[src/rtl/exibidor_pkg.sv]
// Shared definitions for the sequence display: state encodings,
// default LED on/off durations and the timer width helper.
package exibidor_pkg;

    typedef enum logic [2:0] {
        OCIOSO  = 3'd0,
        CARREGA = 3'd1,
        ACESO   = 3'd2,
        APAGADO = 3'd3,
        AVANCA  = 3'd4,
        FIM     = 3'd5
    } estado_t;

    localparam int T_ON_PADRAO  = 1000;
    localparam int T_OFF_PADRAO = 500;

    // Width able to hold the larger duration minus one, never below 1 bit.
    function automatic int largura_timer(input int t_on, input int t_off);
        int maior;
        int largura;
        maior   = (t_on > t_off) ? t_on : t_off;
        largura = $clog2(maior);
        if (largura < 1) begin
            largura = 1;
        end else begin
            largura = largura;
        end
        return largura;
    endfunction

endpackage

[src/rtl/exibidor_sequencia_timer.sv]
// Saturating cycle timer for the sequence display: clears on zera,
// counts on conta, and flags fim when the count equals limite.
module contador_timer #(
    parameter int WIDTH = 1
) (
    input  logic             clock,
    input  logic             reset,
    input  logic             zera,
    input  logic             conta,
    input  logic [WIDTH-1:0] limite,
    output logic             fim
);

    logic [WIDTH-1:0] valor_r;

    // Count register: clear has priority, and the count stops at all-ones.
    always_ff @(posedge clock or posedge reset) begin
        if (reset) begin
            valor_r <= {WIDTH{1'b0}};
        end else if (zera) begin
            valor_r <= {WIDTH{1'b0}};
        end else if (conta && (valor_r != {WIDTH{1'b1}})) begin
            valor_r <= valor_r + {{(WIDTH-1){1'b0}}, 1'b1};
        end else begin
            valor_r <= valor_r;
        end
    end

    assign fim = (valor_r == limite);

endmodule

[src/rtl/exibidor_sequencia.sv]
// Plays back nivel+1 ROM words on the LEDs, each lit for T_ON cycles
// and dark for T_OFF cycles, then pulses pronto.
// Optional feature: define EXIBIDOR_SKIP_EN to add the pular abort input.
module exibidor_sequencia
    import exibidor_pkg::*;
#(
    parameter int T_ON  = T_ON_PADRAO,
    parameter int T_OFF = T_OFF_PADRAO
) (
    input  logic       clock,
    input  logic       reset,
    input  logic       iniciar,
    input  logic [3:0] nivel,
    input  logic [3:0] dado_rom,
`ifdef EXIBIDOR_SKIP_EN
    input  logic       pular,
`endif
    output logic [3:0] endereco,
    output logic [3:0] leds,
    output logic       ocupado,
    output logic       pronto,
    output logic [2:0] db_estado
);

    localparam int TW = largura_timer(T_ON, T_OFF);
    localparam logic [TW-1:0] LIM_ON  = TW'(T_ON - 1);
    localparam logic [TW-1:0] LIM_OFF = TW'(T_OFF - 1);

    estado_t       estado_r;
    estado_t       proximo_s;
    logic [3:0]    endereco_r;
    logic [3:0]    nivel_r;
    logic          zera_s;
    logic          conta_s;
    logic [TW-1:0] limite_s;
    logic          timer_fim_s;
    logic          limpa_end_s;
    logic          incr_end_s;
    logic          carrega_nivel_s;

    contador_timer #(.WIDTH(TW)) u_timer (
        .clock  (clock),
        .reset  (reset),
        .zera   (zera_s),
        .conta  (conta_s),
        .limite (limite_s),
        .fim    (timer_fim_s)
    );

    // State register.
    always_ff @(posedge clock or posedge reset) begin
        if (reset) begin
            estado_r <= OCIOSO;
        end else begin
            estado_r <= proximo_s;
        end
    end

    // Next-state and datapath control decode.
    always_comb begin
        proximo_s       = estado_r;
        zera_s          = 1'b0;
        conta_s         = 1'b0;
        limite_s        = LIM_ON;
        limpa_end_s     = 1'b0;
        incr_end_s      = 1'b0;
        carrega_nivel_s = 1'b0;
        case (estado_r)
            OCIOSO: begin
                zera_s = 1'b1;
                if (iniciar) begin
                    proximo_s   = CARREGA;
                    limpa_end_s = 1'b1;
                end else begin
                    proximo_s = OCIOSO;
                end
            end
            CARREGA: begin
                zera_s          = 1'b1;
                limpa_end_s     = 1'b1;
                carrega_nivel_s = 1'b1;
                proximo_s       = ACESO;
            end
            ACESO: begin
                limite_s = LIM_ON;
                if (timer_fim_s) begin
                    zera_s    = 1'b1;
                    proximo_s = APAGADO;
                end else begin
                    conta_s = 1'b1;
                end
            end
            APAGADO: begin
                limite_s = LIM_OFF;
                if (timer_fim_s) begin
                    zera_s = 1'b1;
                    // End check comes before any increment, so endereco never wraps.
                    proximo_s = (endereco_r == nivel_r) ? FIM : AVANCA;
                end else begin
                    conta_s = 1'b1;
                end
            end
            AVANCA: begin
                zera_s     = 1'b1;
                incr_end_s = 1'b1;
                proximo_s  = ACESO;
            end
            FIM: begin
                zera_s    = 1'b1;
                proximo_s = OCIOSO;
            end
            default: begin
                zera_s    = 1'b1;
                proximo_s = OCIOSO;
            end
        endcase
`ifdef EXIBIDOR_SKIP_EN
        // Abort: jump straight to FIM, leaving endereco where it is.
        if (pular && ((estado_r == ACESO) || (estado_r == APAGADO) || (estado_r == AVANCA))) begin
            proximo_s  = FIM;
            zera_s     = 1'b1;
            conta_s    = 1'b0;
            incr_end_s = 1'b0;
        end else begin
            proximo_s = proximo_s;
        end
`endif
    end

    // Address counter and latched level.
    always_ff @(posedge clock or posedge reset) begin
        if (reset) begin
            endereco_r <= 4'd0;
            nivel_r    <= 4'd0;
        end else begin
            if (limpa_end_s) begin
                endereco_r <= 4'd0;
            end else if (incr_end_s) begin
                endereco_r <= endereco_r + 4'd1;
            end else begin
                endereco_r <= endereco_r;
            end
            if (carrega_nivel_s) begin
                nivel_r <= nivel;
            end else begin
                nivel_r <= nivel_r;
            end
        end
    end

    assign endereco  = endereco_r;
    assign leds      = (estado_r == ACESO) ? dado_rom : 4'd0;
    assign ocupado   = (estado_r != OCIOSO);
    assign pronto    = (estado_r == FIM);
    assign db_estado = estado_r;

endmodule

[config.mk]
export PLATFORM = sky130hd
export DESIGN_NAME = exibidor_sequencia
export DESIGN_NICKNAME = d
export VERILOG_FILES = /design/src/rtl/exibidor_pkg.sv /design/src/rtl/exibidor_sequencia_timer.sv /design/src/rtl/exibidor_sequencia.sv
export SDC_FILE = /design/constraint.sdc
export NUM_CORES = 1
export LEC_CHECK = 0
export ABC_AREA = 0
export CAP_MARGIN = 20
export CORE_UTILIZATION = 50
export CTS_BUF_LIST = sky130_fd_sc_hd__clkbuf_8
export DETAILED_ROUTE_END_ITERATION = 16
export PLACE_DENSITY = 0.78
export SYNTH_ARGS = -nofsm -noshare
export SYNTH_HDL_FRONTEND = slang
export SYNTH_SLANG_ARGS = --single-unit
export TNS_END_PERCENT = 100
[constraint.sdc]
create_clock -name clock -period 1.8 [get_ports clock]
set_clock_uncertainty 0.05 [all_clocks]
set_input_delay 0.36 -clock clock [delete_from_list [all_inputs] [get_ports clock]]
set_output_delay 0.36 -clock clock [all_outputs]
set_load 0.02 [all_outputs]
### Yosys cells after proc, flatten, opt, wreduce, memory -nomap -nowiden

Index checks and enable logic that the tools add are counted.

* register bits after elaboration: 21
* bits of input ports: 11

* $add $sub $neg: 2
* eq/ne operators: 10
* mux-type cells: 19
* reductions and logical operators: 8

Operators with widths (number)
* 2-to-1 mux 10 bit: 3
* 2-to-1 mux 4 bit: 3
* one-hot mux 3 bit (4 select lines): 1
* adder 10 x 1 -> 10 bit (second input constant): 1
* equality test 10 bit: 1
* inequality test 10 bit (second input constant): 1
* 2-to-1 mux 1 bit: 9
* equality test 3 x 2 -> 1 bit (second input constant): 2
* equality test 3 bit (second input constant): 2
* 2-to-1 mux 3 bit: 2
* adder 4 x 1 -> 4 bit (second input constant): 1
* equality test 4 bit: 1
* inequality test 2 bit (second input constant): 2
* nonzero test 2 bit: 2
* OR reduction 2 bit: 2
* equality test 3 x 1 -> 1 bit (second input constant): 1
* logical NOT 3 bit: 1
* nonzero test 3 bit: 1
* one-hot mux 1 bit (2 select lines): 1
* AND reduction 2 bit: 1
* logical AND 1 bit: 1

### Longest topological paths before layout

Gate-level depths: netlist of run 1.

* depth after elaboration: 8
* mapped depth: 5
* gate-level depth less buffers: 5

### Cells and area by module

Synthesis of run 1 repeated with hierarchy kept, for this count alone.

* cell total of the unflattened synthesis: 156
* area, all modules: 1467.7 um^2

Modules (own cells, without submodules)
* contador_timer: times used 1, cells an instance 83, area an instance 767.0 um^2
* exibidor_sequencia: times used 1, cells an instance 73, area an instance 700.7 um^2

### Worst setup path before layout of run 1

OpenSTA, ideal clock, no wires.

* kind: reg-to-output
* from: register estado_r[2] (netlist: db_estado[2])
* to: output port pronto
* arrival: 1.294 ns
* path slack: 0.096 ns
* cell stages (with the launch flop): 3
* path buffers: 1
* cells stage by stage: dfrtp_1 -> clkbuf_1 -> nor3b_1

* cells in the longest elaborated chain, start to end: 1

RTL lines
* start: declaration: RTL line exibidor_sequencia.sv:29 `estado_t estado_r;`
* start signal: assignment: RTL line exibidor_sequencia.sv:55 `estado_r <= proximo_s;`
* equality test 3 bit: RTL line exibidor_sequencia.sv:154 `assign pronto = (estado_r == FIM);`
* end: declaration: RTL line exibidor_sequencia.sv:21 `output logic pronto,`

No other way between the ends.

### Worst setup path in the final report of run 1

* from: register estado_r[1] (netlist: db_estado[1])
* to: output port leds[0]

* cells in the longest elaborated chain, start to end: 2

RTL lines
* equality test 3 x 2 -> 1 bit: RTL line exibidor_sequencia.sv:152 `assign leds = (estado_r == ACESO) ? dado_rom : 4'd0;`
* 2-to-1 mux 4 bit: RTL line exibidor_sequencia.sv:152
* end: declaration: RTL line exibidor_sequencia.sv:19 `output logic [3:0] leds,`

No other way between the ends.

==> out/qor.yml, run 1 <==
worst_setup_path:
  start_kind: "register"
  crit_path_max_fanout: 5
  critPathArrivalTime_ns: 1.35
  required_ns: 1.39
  critPathKind: "reg -> out"
  worstSetupEndpointType: "primary output"
global_routing:
  grt_max_degree: 16
  grt_usage_pct: 24.5
  antenna_found_initial: 0
  grtUsageMet2_pct: 43.5
  grt.busiest_layer: "met2"
  gr-total-overflow: 0
  gr-usage-met1_pct: 29.3
  use_met3_pct: 3.22
  grt_pass1_vias: 1089
  grt_first_pass_wirelength_um: 4770
cells_and_area:
  postLayoutCoreUtil_pct: 69.6
  areaGrowthSynthToFinish_pct: 27.7
  nets: 166
  fin_cells: 180
  final_area_mm2: 0.00157
  antenna_cells: 0
  drive_gt1_share_pct: 26.3
  layout_commonest_cell: "dfrtp_1"
  most-common-layout-cells: "21 x dfrtp_1, 11 x clkdlybuf4s50_1, 11 x buf_4"
placed_design:
  pre_cts_ws_ns: -0.182
  gp_congestion: 0.773
  io_buffers: 23
  dpl_cell_area_mm2: 0.00154
  dp.cells: 175
  detailed_place_hpwl_um: 2120
timing:
  finalCriticalPeriod_ns: 1.76
  drv_slew: 0
  rsz0062_at_grt: "false"
  fin_setup_tns_ns: 0
  setup_viol: 0
  fin_crit_sh_pct: 97.8
  slew_headroom_pct: 74.2
  hold_viol_final: 0
  worst_pin_slew_ns: 0.382
  setup_slack_ns: 0.0393
  max_freq_mhz: 568
power_and_ir_drop:
  power.density_mw_per_mm2: 937
  p_leak_nw: 0.748
  vdd_drop_max_v: 0.000829
synth:
  syn-cell-area_mm2: 0.00123
  synth_edf_count: 0
  synth_cell_types: 39
  yosysSeqAreaShare_pct: 42.7
  ys.flop_type: "dfrtp_1"
  ys_ff_latch: 21
  avgSynthCellArea_um2: 10.3
  synthesis.nets: 132
  async_flop_share_pct: 100
  postSynthCellCount: 119
  yosys_warnings: 0
die:
  num_rows: 17
  die_y_um: 51.6
  start_util_pct: 54.6
  die_area_mm2: 0.00266
  io_pins: 24
  die_w_um: 51.6
  core_mm2: 0.00225
cts:
  htreeDepth: 1
  clockBufferDepth: 2
  clk_pin_slew_ns: 0.08
  clock_sinks: 21
  insertion_delay_ns: 0.26
  cts_tree: "yes"
  cts_made_buffers: 3
  cts_root_buf: "clkbuf_8"
worst_hold_path:
  min_path_type: "in -> async"
route:
  ant_nets: 0
  detail_route.wl_per_cell_um: 16.1
  remaining_drc_errors: 0
  first_pass_iters: 4
  wirelength_um: 2900
  drtIter0Drc: 12
  viasPerCell: 5.83
  num_vias: 1050
outcome:
  status: "finished, final reports clean"
run:
  cap_violations: 0
registers in the layout (all words and copies together) (netlist names):
name	flops
db_estado	3
endereco	4
nivel_r	4
u_timer.valor_r	10
power breakdown:
group	internal [mW]	switching (mW)	total (mW)
logic	0.197	0.253	0.450
clock network	0.155	0.162	0.317
registers	0.566	0.139	0.705
worst max-delay path, stage by stage, from the launching register on:
cell and delay [ns]:
dfrtp_1 0.38, buf_4 0.15, and2b_2 0.22, and3_1 0.18, buf_2 0.15
layout make-up:
type,count,area [um^2]
Inverter,4,15.0
Sequential cell,21,526
Fill cell,193,684
Multi-Input combinational cell,89,661
Clock inverter,1,5.00
Tap cell,28,35.0
Clock buffer,3,41.3
Timing Repair Buffer,34,288
logic make-up (layout without fill, tap and decap cells):
group           after synthesis  in the layout  synth area share [%]
buf+inv                       9             42                  3.97
simple gates                 45             45                  22.3
xor+xnor                      8              8                  5.70
compound gates               27             27                  17.0
fa+ha+maj                     2              2                  2.03
mux                           7              7                  6.31
flops                        21             21                  42.7
routing by layer:
metal  up-vias  wire length (um)  share of wire (%)
met5         -                 0                  0
li1        509                 -                  -
met2        24              1460                 50
met4         0                38                1.3
met3         4               102                3.5
met1       513              1300                 45
final timing paths:
| kind | startpoint | to | slack (ns) | cells after the start |
|---|---|---|---|---|
| min in group clock | nivel_r[2] | nivel_r[2] | 0.49 | 1 |
| worst max-delay path | db_estado[1] | leds[0] | 0.04 | 4 |
| worst max register to register | db_estado[0] | db_estado[0] | 0.09 | 6 |
| max in group asynchronous | reset | db_estado[0] | 0.94 | 3 |
| worst min register to register | nivel_r[2] | nivel_r[2] | 0.49 | 1 |
| worst min-delay path | reset | u_timer.valor_r[4] | 0.27 | 2 |
metrics by stage:
stage	hold WS (ns)	power, mW
global placement	0.468	1.14
floorplan	0.287	1.02
CTS	0.269	1.47
finish	0.265	1.47
global route	0.318	1.56
detailed placement	0.473	1.17
synthesized netlist by cell type, types with 2 or more instances:
library cell,n,share of area [%]
a22o_1,4,2.8
nor4bb_1,2,1.6
xor2_1,8,5.7
buf_4,2,1.2
or3_1,2,1.0
a31o_2,2,1.4
nand2_1,2,0.61
nand4_1,4,2.0
nand3_1,3,1.2
nor2_2,3,1.5
and3_1,7,3.6
a21oi_1,4,1.6
nor2_1,10,3.1
inv_1,4,1.2
dfrtp_1,21,43
o21ai_0,5,2.0
clkbuf_1,2,0.61
mux2_2,6,5.5
o31ai_1,2,1.2
a31oi_1,3,1.5
nor3_1,4,1.6
ha_1,2,2.0
repair_timing:
item / 4_1_cts / 5_1_grt
resized for setup: 22 / 8
pin swaps: 0 / 1
buffers inserted: 1 / 0
setup endpoints to repair: 10 / 16
hold buffers: 0 / 0
endpoints found under the hold margin: 0 / 0
cloned: 0 / 0
Note: power is estimated with default switching activity, not from simulation.
==> run 2: changes to the inputs <==
--- a/config.mk
+++ b/config.mk
@@ -11,6 +11,7 @@
 export CTS_BUF_LIST = sky130_fd_sc_hd__clkbuf_8
 export DETAILED_ROUTE_END_ITERATION = 16
 export PLACE_DENSITY = 0.78
+export SETUP_SLACK_MARGIN = 0.1
 export SYNTH_ARGS = -nofsm -noshare
 export SYNTH_HDL_FRONTEND = slang
 export SYNTH_SLANG_ARGS = --single-unit
==> out/qor.yml, run 2 (synthesized netlist as in run 1, its figures left out) <==
cts:
  clock_sinks: 21  # unchanged
  clockBufferDepth: 2  # unchanged
  cts_tree: "yes"  # unchanged
  ctsHoldBuffers: 0  # unchanged
  cts_root_buf: "clkbuf_8"  # unchanged
  htreeDepth: 1  # unchanged
  cts_made_buffers: 3  # unchanged
  clk_pin_slew_ns: 0.08  # about the same
  insertion_delay_ns: 0.26  # about the same
timing:
  max_freq_mhz: 592  # was 568 MHz
  worst_pin_slew_ns: 0.321  # was 0.382 ns
  drv_slew: 0  # unchanged
  setup_viol: 0  # unchanged
  setup_slack_ns: 0.110  # was 0.0393 ns
  fin_crit_sh_pct: 93.9  # was 97.8%
  holdWs_ns: 0.257  # was 0.265 ns
  finalCriticalPeriod_ns: 1.69  # was 1.76 ns
  hold_viol_final: 0  # unchanged
  slew_headroom_pct: 78.6  # was 74.2%
  fin_setup_tns_ns: 0  # unchanged
  rsz0062_at_grt: "true"  # was false
power_and_ir_drop:
  p_leak_nw: 0.758  # was 0.748 nW
  power.density_mw_per_mm2: 940  # was 937 mW/mm^2
  switching_share_pct: 37.6  # about the same
  comb_power_share_pct: 31.1  # was 30.5%
  seqPwrFrac_pct: 48.5  # was 47.9%
  power_frac_clock_pct: 20.4  # was 21.5%
  vdd_drop_max_v: 0.000812  # was 0.000829 V
  power_switching_mw: 0.564  # was 0.554 mW
  p_int_mw: 0.936  # was 0.918 mW
  power_mw: 1.50  # was 1.47 mW
die:
  die_w_um: 51.6  # unchanged
  num_rows: 17  # unchanged
  io_pins: 24  # unchanged
  core_mm2: 0.00225  # unchanged
  die_area_mm2: 0.00266  # unchanged
  die_y_um: 51.6  # unchanged
  start_util_pct: 54.6  # unchanged
placed_design:
  gp_congestion: 0.860  # was 0.773
  detailed_place_hpwl_um: 1920  # was 2120 um
  dpl_cell_area_mm2: 0.00154  # about the same
  pre_cts_ws_ns: -0.197  # was -0.182 ns
  dp.cells: 175  # unchanged
  io_buffers: 23  # unchanged
worst_setup_path:
  reg2reg_slack_ns: 0.11  # was 0.09 ns
  crit_path_max_fanout: 11  # was 5
  reg2reg_from: "db_estado[0]"  # unchanged
  reg2reg_depth: 6  # unchanged
  critPathLaunch: "db_estado[0]"  # was db_estado[1]
  critPathKind: "reg -> reg"  # was reg -> out
  start_kind: "register"  # unchanged
  r2r_end: "db_estado[0]"  # unchanged
  worstSetupEndpointType: "register"  # was primary output
  cpMaxStageDelayCell: "dfrtp_1"  # unchanged
  critPathArrivalTime_ns: 1.84  # was 1.35 ns
  path_cells: "buf_6 -> nor4bb_2 -> a31oi_1 -> o41ai_4 -> buf_4 -> a31o_2"  # was buf_4 -> and2b_2 -> and3_1 -> buf_2
  required_ns: 1.95  # was 1.39 ns
  max_stage_delay_ns: 0.40  # was 0.38 ns
route:
  wl_met2_um: 1320  # was 1460 um
  viasPerCell: 5.96  # was 5.83
  first_pass_iters: 4  # unchanged
  wirelength_um: 2730  # was 2900 um
  top_layer_used: "met4"  # unchanged
  drtIter0Drc: 18  # was 12
  ant_nets: 0  # unchanged
  detail_route.wl_per_cell_um: 15.1  # was 16.1 um
  num_vias: 1072  # was 1050
  wl_met3_um: 157  # was 102 um
  drt-met1-wl_um: 1230  # was 1300 um
  remaining_drc_errors: 0  # unchanged
cells_and_area:
  most-common-layout-cells: "20 x dfrtp_1, 10 x nor2_1, 10 x clkdlybuf4s50_1"  # was 21 x dfrtp_1, 11 x clkdlybuf4s50_1, 11 x buf_4
  fin_cells: 180  # unchanged
  areaGrowthSynthToFinish_pct: 29.8  # was 27.7%
  largest_register_ffs: 10  # unchanged
  postLayoutCoreUtil_pct: 70.8  # was 69.6%
  final_area_mm2: 0.00160  # was 0.00157 mm^2
  multi_input_area_um2: 682  # was 661 um^2
  nets: 166  # unchanged
  top_register: "u_timer.valor_r"  # unchanged
  layout_commonest_cell: "dfrtp_1"  # unchanged
  antenna_cells: 0  # unchanged
  fillers: 181  # was 193
  drive_gt1_share_pct: 28.3  # was 26.3%
  regArea_um2: 527  # was 526 um^2
global_routing:
  gr-total-overflow: 0  # unchanged
  grt_usage_pct: 23.4  # was 24.5%
  grt_first_pass_wirelength_um: 4620  # was 4770 um
  grt_max_degree: 16  # unchanged
  antenna_found_initial: 0  # unchanged
  grt_pass1_vias: 1038  # was 1089
run:
  cap_violations: 0  # unchanged
worst_hold_path:
  min_path_type: "in -> async"  # unchanged
outcome:
  status: "finished, final reports clean"  # unchanged
run 2: cell count changes in the layout (fill, tap and decap cells not counted), sizes merged:
cell           delta
dlygate4sd2       +1
clkbuf            -1
buf               +2
inv               +1
clkdlybuf4s50     -1
dlymetal6s2s      -1
clkinv            -1
run 2: cell type report:
cell class / instances / share of cell area [%]
clock buffer: 3 / 2.59
clock inverter: 1 / 0.235
inverter: 4 / 0.940
multi-input combinational: 89 / 42.7
sequential: 21 / 33.0
tap: 28 / 2.19
timing repair buffer: 34 / 18.3
run 2: power by group through the flow:
| stage | clock network, mW | logic (mW) | registers (mW) |
|---|---|---|---|
| after floorplan | 0 | 0.358 | 0.666 |
| after global placement | 0 | 0.439 | 0.702 |
| after detailed placement | 0 | 0.457 | 0.715 |
| after CTS | 0.318 | 0.447 | 0.708 |
| after global routing | 0.327 | 0.518 | 0.744 |
| final | 0.306 | 0.466 | 0.728 |
run 2: worst max-delay path, delay by kind of cell, from the launching register on:
family                 cells  cell delay (ns)
AO/OA/AOI/OAI              3             0.52
flip-flops                 1             0.40
buffers and inverters      2             0.37
AND/OR/NAND/NOR            1             0.29
run 2: worst max-delay path by stage:
stage                     slack [ns]                  to
after global routing            0.05        db_estado[0]
final                           0.11        db_estado[0]
after floorplan                 0.20  u_timer.valor_r[8]
after detailed placement       -0.20             leds[1]
after global placement         -0.16             leds[1]
after CTS                       0.11              pronto
run 2: layer usage:
layer  track usage (%)  up-vias
li1                  -      509
met1              29.9      516
met2              39.4       43
met3              3.80        4
met4              9.01        0
met5                 0        -
run 2: repair_timing:
action                                  4_1_cts  5_1_grt
buffers inserted                              0        1
endpoints found under the setup margin       24       16
endpoints found under the hold margin         0        0
resized for setup                            31       10
==> run 3: changes to the inputs <==
--- a/config.mk
+++ b/config.mk
@@ -7,10 +7,13 @@
 export LEC_CHECK = 0
 export ABC_AREA = 0
 export CAP_MARGIN = 20
-export CORE_UTILIZATION = 50
+export CELL_PAD_IN_SITES_DETAIL_PLACEMENT = 0
+export CELL_PAD_IN_SITES_GLOBAL_PLACEMENT = 2
+export CORE_UTILIZATION = 33
 export CTS_BUF_LIST = sky130_fd_sc_hd__clkbuf_8
 export DETAILED_ROUTE_END_ITERATION = 16
-export PLACE_DENSITY = 0.78
+export HOLD_SLACK_MARGIN = 0.03
+export PLACE_DENSITY_LB_ADDON = 0.1
 export SETUP_SLACK_MARGIN = 0.1
 export SYNTH_ARGS = -nofsm -noshare
 export SYNTH_HDL_FRONTEND = slang
==> out/qor.yml, run 3 (synthesized netlist as in run 1, its figures left out) <==
die:
  die_area_mm2: 0.00398  # was 0.00266 mm^2
  io_pins: 24  # unchanged
  start_util_pct: 35.7  # was 54.6%
  num_rows: 21  # was 17
  die_w_um: 63.1  # was 51.6 um
  die_y_um: 63.1  # was 51.6 um
  core_mm2: 0.00344  # was 0.00225 mm^2
timing:
  rsz0062_at_grt: "true"  # unchanged
  hold_viol_final: 0  # unchanged
  max_freq_mhz: 574  # was 592 MHz
  holdWs_ns: 0.364  # was 0.257 ns
  slew_headroom_pct: 69.6  # was 78.6%
  fin_crit_sh_pct: 96.9  # was 93.9%
  drv_slew: 0  # unchanged
  setup_viol: 0  # unchanged
  fin_setup_tns_ns: 0  # unchanged
  setup_slack_ns: 0.0565  # was 0.110 ns
  worst_pin_slew_ns: 0.451  # was 0.321 ns
  finalCriticalPeriod_ns: 1.74  # was 1.69 ns
cts:
  clockBufferDepth: 2  # unchanged
  cts_root_buf: "clkbuf_8"  # unchanged
  clk_pin_slew_ns: 0.08  # about the same
  clock_sinks: 21  # unchanged
  cts_made_buffers: 3  # unchanged
  htreeDepth: 1  # unchanged
  ctsHoldBuffers: 0  # unchanged
  insertion_delay_ns: 0.27  # was 0.26 ns
  cts_tree: "yes"  # unchanged
global_routing:
  grt_pass1_vias: 989  # was 1038
  grt_first_pass_wirelength_um: 4650  # was 4620 um
  gr-total-overflow: 0  # unchanged
  grt_max_degree: 22  # was 16
  antenna_found_initial: 0  # unchanged
  grt_usage_pct: 15.0  # was 23.4%
placed_design:
  gp_congestion: 0.672  # was 0.860
  io_buffers: 23  # unchanged
  detailed_place_hpwl_um: 1900  # was 1920 um
  pre_cts_ws_ns: -0.182  # was -0.197 ns
worst_setup_path:
  required_ns: 1.39  # was 1.95 ns
  worstSetupEndpointType: "primary output"  # was register
  start_kind: "register"  # unchanged
  crit_path_max_fanout: 3  # was 11
  critPathKind: "reg -> out"  # was reg -> reg
  critPathArrivalTime_ns: 1.33  # was 1.84 ns
route:
  ant_nets: 0  # unchanged
  remaining_drc_errors: 0  # unchanged
  first_pass_iters: 4  # unchanged
  detail_route.wl_per_cell_um: 13.6  # was 15.1 um
  num_vias: 1057  # was 1072
  wirelength_um: 2800  # was 2730 um
  drtIter0Drc: 65  # was 18
  viasPerCell: 5.13  # was 5.96
cells_and_area:
  fillers: 328  # was 181
  drive_gt1_share_pct: 34.4  # was 28.3%
  top_register: "u_timer.valor_r"  # unchanged
  antenna_cells: 0  # unchanged
  layout_commonest_cell: "dfrtp_1"  # unchanged
  most-common-layout-cells: "19 x dfrtp_1, 16 x buf_4, 10 x nor2_1, 10 x clkdlybuf4s50_1, 8 x xor2_1"  # was 20 x dfrtp_1, 10 x nor2_1, 10 x clkdlybuf4s50_1
  areaGrowthSynthToFinish_pct: 40.2  # was 29.8%
  largest_register_ffs: 10  # unchanged
  nets: 174  # was 166
run:
  cap_violations: 0  # unchanged
outcome:
  status: "finished, final reports clean"  # unchanged
power_and_ir_drop:
  vdd_drop_max_v: 0.000370  # was 0.000812 V
  power.density_mw_per_mm2: 919  # was 940 mW/mm^2
  p_leak_nw: 0.789  # was 0.758 nW
worst_hold_path:
  min_path_type: "in -> async"  # unchanged
==> run 3: changes by cell type in the layout (fill, tap and decap cells not counted), sizes merged <==
| cell | before | now |
|---|---|---|
| buf | 17 | 25 |
| clkdlybuf4s15 | 1 | 0 |
| clkinv | 0 | 1 |
| dlygate4sd2 | 5 | 7 |
| dlymetal6s2s | 1 | 0 |
| inv | 5 | 4 |
==> run 3: repair_timing <==
item / in CTS / in global routing
resized for setup: 31 / 22
endpoints found under the setup margin: 20 / 16
pin swaps: 0 / 6
gates cloned: 0 / 1
buffers inserted: 3 / 4
==> run 3: where the power goes <==
part	internal, mW	switching [mW]
Combinational	0.272	0.269
Clock	0.155	0.166
Sequential	0.571	0.152
Total	0.998	0.587
==> run 3: cell type report <==
type / count / area (um^2) / area share (%)
Clock buffer: 3 / 41.3 / 2.39
Sequential cell: 21 / 528 / 30.6
Clock inverter: 1 / 5.00 / 0.290
Timing Repair Buffer: 42 / 364 / 21.1
Tap cell: 46 / 57.6 / 3.34
Multi-Input combinational cell: 89 / 713 / 41.4
Inverter: 4 / 15.0 / 0.871
==> run 3: path summary, 6_finish.rpt <==
check                                   startpoint            endpoint  slack (ns)  cells after the start
worst max-delay path                  db_estado[2]             ocupado        0.06                      3
worst min-delay path                         reset          nivel_r[1]        0.36                      3
min in group clock                      nivel_r[3]          nivel_r[3]        0.49                      1
worst min register to register          nivel_r[3]          nivel_r[3]        0.49                      1
worst max register to register  u_timer.valor_r[0]        db_estado[0]        0.15                      5
max in group asynchronous                    reset  u_timer.valor_r[4]        1.10                      3
==> run 3: stage by stage <==
step | total power [mW] | cells | utilization (%) | area, um^2
floorplan | 1.02 | 119 | - | 1230
global placement | 1.17 | 194 | 45.7 | 1570
detailed placement | 1.18 | 194 | 45.7 | 1570
CTS | 1.49 | 201 | 46.8 | 1610
global route | 1.70 | 206 | 50.1 | 1720
finish | 1.58 | 206 | 50.1 | 1720
==> run 3: routing by layer <==
layer  global-route usage [%]  part of all wire (%)
met1                     20.9                    51
met3                     3.26                   4.4
met5                        0                     0
met2                     22.6                    43
met4                     5.23                   1.4
==> run 3: critical path: stages, from the launching register on <==
cell and delay (ns):
dfrtp_1 0.41, buf_4 0.14, or3_1 0.35, buf_2 0.16
